<file path="config.mk">
export PLATFORM = sky130hd
export DESIGN_NAME = player_input_cond
export DESIGN_NICKNAME = d
export VERILOG_FILES = /design/src/rtl/player_input_pkg.sv /design/src/rtl/debounce.sv /design/src/rtl/player_input_cond.sv
export SDC_FILE = /design/constraint.sdc
export NUM_CORES = 1
export LEC_CHECK = 0
export ABC_CLOCK_PERIOD_IN_PS = 3400
export CAP_MARGIN = 15
export CORE_AREA = 3 3 104 106
export CTS_CLUSTER_SIZE = 10
export DETAILED_ROUTE_END_ITERATION = 12
export DIE_AREA = 0 0 107 109
export PLACE_DENSITY = 0.78
export SLEW_MARGIN = 20
export SYNTH_ARGS = -nofsm -noshare
export SYNTH_HDL_FRONTEND = slang
export SYNTH_HIERARCHICAL = 1
export SYNTH_SLANG_ARGS = --single-unit
</file>
<file path="constraint.sdc">
create_clock -name clk -period 3.4 [get_ports clk]
set_clock_uncertainty 0.05 [all_clocks]
set_input_delay 0.34 -clock clk [delete_from_list [all_inputs] [get_ports clk]]
set_output_delay 0.34 -clock clk [all_outputs]
set_load 0.01 [all_outputs]
</file>
<file path="src/rtl/player_input_pkg.sv">
// Shared definitions for the player input conditioning block: player
// count, choice width, default timing constants, FSM state encoding and
// the fixed-priority pick used by the turn arbiter.
package player_input_pkg;

  localparam int unsigned NUM_PLAYERS             = 6;
  localparam int unsigned CHOICE_W                = 3;
  localparam int unsigned DEFAULT_DEBOUNCE_CYCLES = 16;
  localparam int unsigned DEFAULT_PULSE_CYCLES    = 4;

  // One bit per player, bit i belongs to player i+1.
  typedef logic [NUM_PLAYERS-1:0] player_vec_t;

  // Per-player turn FSM.
  typedef enum logic [1:0] {
    ST_IDLE     = 2'd0,
    ST_SETUP    = 2'd1,
    ST_PULSE    = 2'd2,
    ST_WAIT_REL = 2'd3
  } player_state_e;

  // Returns a one-hot vector marking the lowest set bit of req, or zero.
  function automatic player_vec_t lowest_one(input player_vec_t req);
    player_vec_t pick;
    pick = '0;
    for (int unsigned i = 0; i < NUM_PLAYERS; i++) begin
      if (req[i] && (pick == '0)) begin
        pick[i] = 1'b1;
      end
    end
    return pick;
  endfunction

endpackage

</file>
<file path="src/rtl/debounce.sv">
// One button channel: a two-flop synchronizer followed by a debouncer.
// The debounced level only follows the synchronized input after it has
// disagreed with the current level for DEBOUNCE_CYCLES consecutive
// samples. 'rise' is a one-cycle strobe coincident with a 0->1 change of
// the debounced level.
module debounce
  import player_input_pkg::*;
#(
  parameter int unsigned DEBOUNCE_CYCLES = DEFAULT_DEBOUNCE_CYCLES
) (
  input  logic clk,
  input  logic reset_n,
  input  logic raw,
  output logic level,
  output logic rise
);

  localparam int unsigned            CNT_W    = $clog2(DEBOUNCE_CYCLES + 1);
  localparam logic [CNT_W-1:0]       CNT_LAST = CNT_W'(DEBOUNCE_CYCLES - 1);

  logic [1:0]       sync_q;
  logic [CNT_W-1:0] cnt;
  logic             synced;

  assign synced = sync_q[1];

  // Two-flop synchronizer for the asynchronous raw button.
  always_ff @(posedge clk or negedge reset_n) begin
    if (!reset_n) begin
      sync_q <= '0;
    end else begin
      sync_q <= {sync_q[0], raw};
    end
  end

  // Count consecutive disagreeing samples; the final one flips the level.
  // The counter restarts on any agreeing sample and never exceeds CNT_LAST.
  always_ff @(posedge clk or negedge reset_n) begin
    if (!reset_n) begin
      cnt   <= '0;
      level <= 1'b0;
      rise  <= 1'b0;
    end else begin
      rise <= 1'b0;
      if (synced != level) begin
        if (cnt == CNT_LAST) begin
          level <= synced;
          rise  <= synced;
          cnt   <= '0;
        end else begin
          cnt <= cnt + CNT_W'(1);
        end
      end else begin
        cnt <= '0;
      end
    end
  end

endmodule

</file>
<file path="src/rtl/player_input_cond.sv">
// Player input conditioning: debounces six player buttons, arbitrates a
// single turn at a time, latches the player's choice switches one cycle
// ahead of a fixed-width player_clk pulse, and then waits for the button
// to be released before that player can request another turn.
module player_input_cond
  import player_input_pkg::*;
#(
  parameter int unsigned DEBOUNCE_CYCLES = DEFAULT_DEBOUNCE_CYCLES,
  parameter int unsigned PULSE_CYCLES    = DEFAULT_PULSE_CYCLES
) (
  input  logic       clk,
  input  logic       reset_n,
  input  logic [5:0] btn,
  input  logic [2:0] sw_p1,
  input  logic [2:0] sw_p2,
  input  logic [2:0] sw_p3,
  input  logic [2:0] sw_p4,
  input  logic [2:0] sw_p5,
  input  logic [2:0] sw_p6,
  output logic [2:0] player1,
  output logic [2:0] player2,
  output logic [2:0] player3,
  output logic [2:0] player4,
  output logic [2:0] player5,
  output logic [2:0] player6,
  output logic [5:0] player_clk,
  output logic       busy
);

  localparam int unsigned       PCNT_W    = $clog2(PULSE_CYCLES + 1);
  localparam logic [PCNT_W-1:0] PCNT_LAST = PCNT_W'(PULSE_CYCLES - 1);

  player_vec_t level;
  player_vec_t rise;
  player_vec_t idle;
  player_vec_t active;
  player_vec_t grant;

  logic [NUM_PLAYERS-1:0][CHOICE_W-1:0] sw_all;
  logic [NUM_PLAYERS-1:0][CHOICE_W-1:0] choice;

  assign sw_all = {sw_p6, sw_p5, sw_p4, sw_p3, sw_p2, sw_p1};

  assign player1 = choice[0];
  assign player2 = choice[1];
  assign player3 = choice[2];
  assign player4 = choice[3];
  assign player5 = choice[4];
  assign player6 = choice[5];

  assign busy = |active;

  // Turn arbiter: nothing is granted while a turn is in SETUP or PULSE;
  // otherwise the lowest-index idle player with a fresh press wins.
  always_comb begin
    grant = '0;
    if (!(|active)) begin
      grant = lowest_one(rise & idle);
    end
  end

  for (genvar i = 0; i < NUM_PLAYERS; i++) begin : g_player
    player_state_e         state;
    logic [PCNT_W-1:0]     pcnt;
    logic                  pulse_q;
    logic [CHOICE_W-1:0]   choice_q;

    debounce #(
      .DEBOUNCE_CYCLES(DEBOUNCE_CYCLES)
    ) u_debounce (
      .clk    (clk),
      .reset_n(reset_n),
      .raw    (btn[i]),
      .level  (level[i]),
      .rise   (rise[i])
    );

    assign idle[i]       = (state == ST_IDLE);
    assign active[i]     = (state == ST_SETUP) || (state == ST_PULSE);
    assign choice[i]     = choice_q;
    assign player_clk[i] = pulse_q;

    // Per-player turn FSM. A press that loses arbitration or arrives while
    // another turn is running is parked in WAIT_REL, so it never pulses
    // and the player has to release and press again.
    always_ff @(posedge clk or negedge reset_n) begin
      if (!reset_n) begin
        state    <= ST_IDLE;
        pcnt     <= '0;
        pulse_q  <= 1'b0;
        choice_q <= '0;
      end else begin
        case (state)
          ST_IDLE: begin
            if (rise[i]) begin
              if (grant[i]) begin
                state    <= ST_SETUP;
                choice_q <= sw_all[i];
              end else begin
                state <= ST_WAIT_REL;
              end
            end
          end
          ST_SETUP: begin
            state   <= ST_PULSE;
            pulse_q <= 1'b1;
            pcnt    <= '0;
          end
          ST_PULSE: begin
            if (pcnt == PCNT_LAST) begin
              state   <= ST_WAIT_REL;
              pulse_q <= 1'b0;
              pcnt    <= '0;
            end else begin
              pcnt <= pcnt + PCNT_W'(1);
            end
          end
          ST_WAIT_REL: begin
            if (!level[i]) begin
              state <= ST_IDLE;
            end
          end
          default: begin
            state   <= ST_IDLE;
            pulse_q <= 1'b0;
            pcnt    <= '0;
          end
        endcase
      end
    end
  end

endmodule
</file>
==> flow_summary.yaml, run 1 <==
run_status:
  status: "complete, but fails checks"
  violations: "negative hold slack"
routing:
  wl_per_cell_um: 13.6
  drc: 0
  wirelength_um: 8320
  firstDrtPassIters: 4
  final_antenna_net_count: 0
  drt_iter0_markers: 103
  via_count: 3133
  viasPerCell: 5.12
layout:
  finish.instance_area_mm2: 0.00579
  layout_common_cells: "dfrtp_1, clkdlybuf4s50_1, ha_1"
  num-nets-final: 542
  area_growth_pct: 17.5
  antennaDiodeCount: 0
  drive_gt1_share_pct: 10.4
  layout_commonest_cell: "dfrtp_1"
sta:
  fin_crit_sh_pct: 85.4
  setup_viol: 0
  maxSlewHeadroom_pct: 52.3
  period_minus_slack_ns: 2.90
  slew_viol_final: 0
  hold_slack_ns: -0.0576
  hold_violations: 80
  fmax_mhz: 344
  rsz0062_at_grt: "false"
  worstMarginPinSlew_ns: 0.715
  finalWorstSetupSlack_ns: 0.496
  setup_tns_ns: 0
power_and_ir_drop:
  peakVddDrop_v: 0.000312
  p_leak_nw: 2.78
  power_density_mw_per_mm2: 669
clock_tree:
  post_cts_resized: 0
  postCtsHoldBufs: 0
  numCtsBuffers: 9
  cts-root-buf: "clkbuf_8"
  clkTransAtPathRegs_ns: 0.10
  cts_setup_buffers: 0
  cts_sinks: 108
  clk-insertion-delay-late_ns: 0.36
  max-clock-path-buffers: 2
  tritoncts: "built"
  h-tree-depth: 3
setup_path:
  cp-start-kind: "flop"
  slowest_stage: "clkdlybuf4s50_1"
  path_delay_family: "simple AND/OR/NAND/NOR gates"
  crit_path_max_fanout: 7
  arrival_ns: 2.51
  cp.required_ns: 3.01
  crit_top_cell: "inv_1"
  cp_num_buf_inv: 3
  endpoint_kind: "output pin"
  critPathMaxStageDelay_ns: 0.48
  crit_chain: "inv_1 > ha_1 > nor4_4 > nor3b_4 > inv_1 > clkdlybuf4s50_1"
  crit_type: "flop to output pin"
floorplanning:
  die_w_um: 107
  die_h_um: 109
  io_pins: 51
  start_util_pct: 49.9
  core-area_mm2: 0.00986
  rows: 36
  die_area_mm2: 0.0117
placement:
  globalplace.congestion: 0.778
  pre_cts_slack_ns: 0.887
  hpwlAfterDp_um: 6110
  place_area_mm2: 0.00555
  port_buffers: 50
synth:
  ys_warn_count: 6
  yosysTopAreaCellShare_pct: 54.9
  syn_area_mm2: 0.00493
  syn_nets: 486
  yosysSeqAreaShare_pct: 54.9
  avgSynthCellArea_um2: 11.8
  yosysTopAreaCell: "dfrtp_1"
  ys_ff_latch: 108
  synthCells: 418
  synth_cell_types: 37
  ys_top_cells_by_area: "dfrtp_1, ha_1, mux2_2, xor2_1, nor2_1"
grt:
  overflow: 0
  grt_pass1_vias: 3268
  grt_pass1_wl_um: 14800
  track_usage_pct: 15.7
  grt_max_degree: 82
  antenna_found_initial: 0
worst_hold_path:
  hold_path_class: "primary input to async pin"
job:
  max_cap_viol_count: 0
-- worst paths after layout --
check / start / to / slack (ns) / cells after the start
max in group asynchronous: reset_n / g_player[0].pcnt[0] / 2.49 / 2
setup reg to reg: g_player[4].state[0] / player4[0] / 1.05 / 6
setup / recovery: g_player[0].state[0] / busy / 0.50 / 6
hold / removal: reset_n / g_player[4].u_debounce/cnt[1] / -0.06 / 1
hold reg to reg: g_player[1].u_debounce/sync_q[0] / g_player[1].u_debounce/sync_q[1] / 0.31 / 0
min in group clk: g_player[1].u_debounce/sync_q[0] / g_player[1].u_debounce/sync_q[1] / 0.31 / 0
-- cells by family after synthesis --
logic type      synth area share [%]
xor+xnor                        3.20
mux                             7.19
fa+ha+maj                       10.7
flops                           54.9
simple gates                    13.5
buf+inv                         3.73
compound gates                  6.83
-- state kept, by name, summed over array words and instances (netlist names) --
register and cells:
player3 3, g_player.u_debounce/level 6, g_player.pulse_q 6, g_player.state 12, g_player.pcnt 18, player4 3, player6 3, player5 3
player2 3, g_player.u_debounce/cnt 30, player1 3, g_player.u_debounce/sync_q 12, g_player.u_debounce/rise 6
-- metrics by stage --
step / instances / utilization (%) / total power, W
2_1_floorplan: 418 / - / 0.00266
3_3_place_gp: 596 / 56.3 / 0.00293
3_5_place_dp: 596 / 56.3 / 0.00302
4_1_cts: 612 / 58.7 / 0.00391
5_1_grt: 612 / 58.7 / 0.00417
6_report: 612 / 58.7 / 0.00387
-- synthesized netlist by cell type, drive strengths merged --
| cell type | count |
|---|---|
| nor4 | 1 |
| nor2 | 38 |
| o31ai | 1 |
| and3 | 8 |
| nand3b | 1 |
| o221ai | 1 |
| a21oi | 10 |
| mux2i | 5 |
| a222oi | 3 |
| a22o | 1 |
| dfrtp | 108 |
| and2 | 8 |
| nor4b | 6 |
| o21ai | 20 |
| nand4 | 4 |
| a211oi | 1 |
| xor2 | 18 |
| a22oi | 3 |
| o22ai | 6 |
| inv | 37 |
| ha | 42 |
| nor3 | 1 |
| nand2b | 12 |
| a221oi | 1 |
| a31o | 1 |
| nand3 | 20 |
| nor3b | 1 |
| buf | 6 |
| nand2 | 19 |
| a41oi | 1 |
| mux2 | 27 |
| a21boi | 5 |
| nor2b | 1 |
| or2 | 1 |
-- power by group --
group	switching, W	internal, W	leakage, nW	total, W
registers	0.000141	0.00148	1.39	0.00162
logic	0.000777	0.000594	1.27	0.00137
clock network	0.000436	0.000443	0.117	0.000880
-- layer usage --
layer  share of wire, %  wire, um  track usage, %
met5                  0         0               0
met4                1.7       145            5.66
met3                2.5       210            2.78
met2                 51      4220            27.2
met1                 45      3740            19.7
-- cell type report --
cell class                 count  area, um^2
clock inverter                 6        95.1
timing repair buffer          51         509
multi-input combinational    267        2040
fill                         785        4070
tap                          133         166
sequential                   108        2700
inverter                      37         139
clock buffer                  10         138
Note: power is estimated with default switching activity, not from simulation.
==> inputs of run 2 (changes only) <==
- CAP_MARGIN: 15 -> not set
- HOLD_SLACK_MARGIN: not set -> 0.05
==> flow_summary.yaml, run 2 (synthesis gave the netlist of run 1 again) <==
run_status:
  status: "completed"
placement:
  hpwlAfterDp_um: 6110
  pre_cts_slack_ns: 0.887
  globalplace.congestion: 0.778
  port_buffers: 50
grt:
  grt_max_degree: 82
  antenna_found_initial: 0
  track_usage_pct: 15.7
  overflow: 0
  grt_pass1_wl_um: 14800
  grt_pass1_vias: 3268
clock_tree:
  clk-insertion-delay-late_ns: 0.36
  postCtsHoldBufs: 0
  post_cts_resized: 0
  max-clock-path-buffers: 2
  clkTransAtPathRegs_ns: 0.09
  cts_setup_buffers: 0
  cts-root-buf: "clkbuf_8"
  h-tree-depth: 3
  tritoncts: "built"
  numCtsBuffers: 9
  cts_sinks: 108
setup_path:
  reg2reg_from: "g_player[4].state[0]"
  cp.required_ns: 3.01
  crit_type: "flop to output pin"
  arrival_ns: 2.51
  cp-start-kind: "flop"
  r2r-end: "player4[0]"
  crit_path_max_fanout: 7
  rr_worst_depth: 6
  endpoint_kind: "output pin"
  r2r_slack_ns: 1.05
power_and_ir_drop:
  power_w: 0.00388
  pwr-share-clk_pct: 22.7
  combPwrFrac_pct: 35.4
  internal-power_w: 0.00252
  pwr-share-seq_pct: 41.9
  p_leak_nw: 2.78
  power_density_mw_per_mm2: 668
  p_sw_share_pct: 35.0
  peakVddDrop_v: 0.000312
  switching_power_w: 0.00135
layout:
  area_growth_pct: 17.7
  num-nets-final: 543
  multi_input_area_mm2: 0.00204
  layout_common_cells: "dfrtp_1, clkdlybuf4s50_1, ha_1"
  antennaDiodeCount: 0
  ff_latch_area_mm2: 0.00270
  reg_top3: "g_player.u_debounce/cnt x30, g_player.pcnt x18"
  largest_reg_flops: 30
  top_register: "g_player.u_debounce/cnt"
  utilization_pct: 58.8
  fillCellCount: 784
  drive_gt1_share_pct: 10.4
  layout_commonest_cell: "dfrtp_1"
sta:
  setup_tns_ns: 0
  fmax_mhz: 344
  maxSlewHeadroom_pct: 52.3
  fin_crit_sh_pct: 85.4
  finalWorstSetupSlack_ns: 0.496
  period_minus_slack_ns: 2.90
  slew_viol_final: 0
  setup_viol: 0
  hold_violations: 0
  rsz0062_at_grt: "false"
  worstMarginPinSlew_ns: 0.716
worst_hold_path:
  hold_start: "g_player[1].u_debounce/sync_q[0]"
  whs_endpoint: "g_player[1].u_debounce/sync_q[1]"
  hold_path_class: "flop to flop"
  hold_depth: 0
routing:
  wl_per_cell_um: 13.6
  via_count: 3138
  wirelength_um: 8330
  firstDrtPassIters: 4
  final_antenna_net_count: 0
  drt_iter0_markers: 106
  viasPerCell: 5.12
  drc: 0
floorplanning:
  start_util_pct: 49.9
  die_w_um: 107
  rows: 36
  die_h_um: 109
  core-area_mm2: 0.00986
  die_area_mm2: 0.0117
  io_pins: 51
job:
  max_cap_viol_count: 0
## run 2: cell types whose count changed in the layout (fill, tap and decap cells not counted)
cell and delta:
dlygate4sd3_1 +1
## run 2: per-layer routing
layer	global-route usage (%)	vias up	part of all wire [%]
li1	-	1529	-
met1	19.7	1557	45
met2	27.2	39	51
met3	2.78	13	2.5
met4	5.66	0	1.7
met5	0	-	0
## run 2: critical path, stage by stage (launching register included)
cell             delay [ns]
dfrtp_1                0.39
inv_1                  0.11
ha_1                   0.43
nor4_4                 0.34
nor3b_4                0.34
inv_1                  0.07
clkdlybuf4s50_1        0.48
## run 2: stage by stage
stage / instances / area (um^2) / hold WS [ns]
floorplan: 418 / 4930 / -0.00559
global placement: 596 / 5550 / 0.284
detailed placement: 596 / 5550 / 0.285
CTS: 612 / 5790 / 0.124
global route: 613 / 5800 / 0.316
finish: 613 / 5800 / 0.306
## run 2: area by class of cell
cell class	count	share of cell area, %
Multi-Input combinational cell	267	35.2
Clock inverter	6	1.64
Timing Repair Buffer	52	8.95
Clock buffer	10	2.37
Tap cell	133	2.87
Sequential cell	108	46.6
Inverter	37	2.39
## run 2: worst max-delay path by stage
stage,from,end
2_1_floorplan,g_player[1].state[0],player4[0]
3_3_place_gp,g_player[1].state[0],busy
3_5_place_dp,g_player[0].state[0],busy
4_1_cts,g_player[0].state[0],busy
5_1_grt,g_player[1].state[0],busy
6_report,g_player[0].state[0],busy
## run 2: power groups by stage
stage	clock, W	sequential (W)	combinational, W
4_1_cts	0.000905	0.00162	0.00138
2_1_floorplan	0	0.00162	0.00104
6_report	0.000880	0.00162	0.00137
5_1_grt	0.000958	0.00165	0.00157
3_3_place_gp	0	0.00163	0.00130
3_5_place_dp	0	0.00165	0.00137
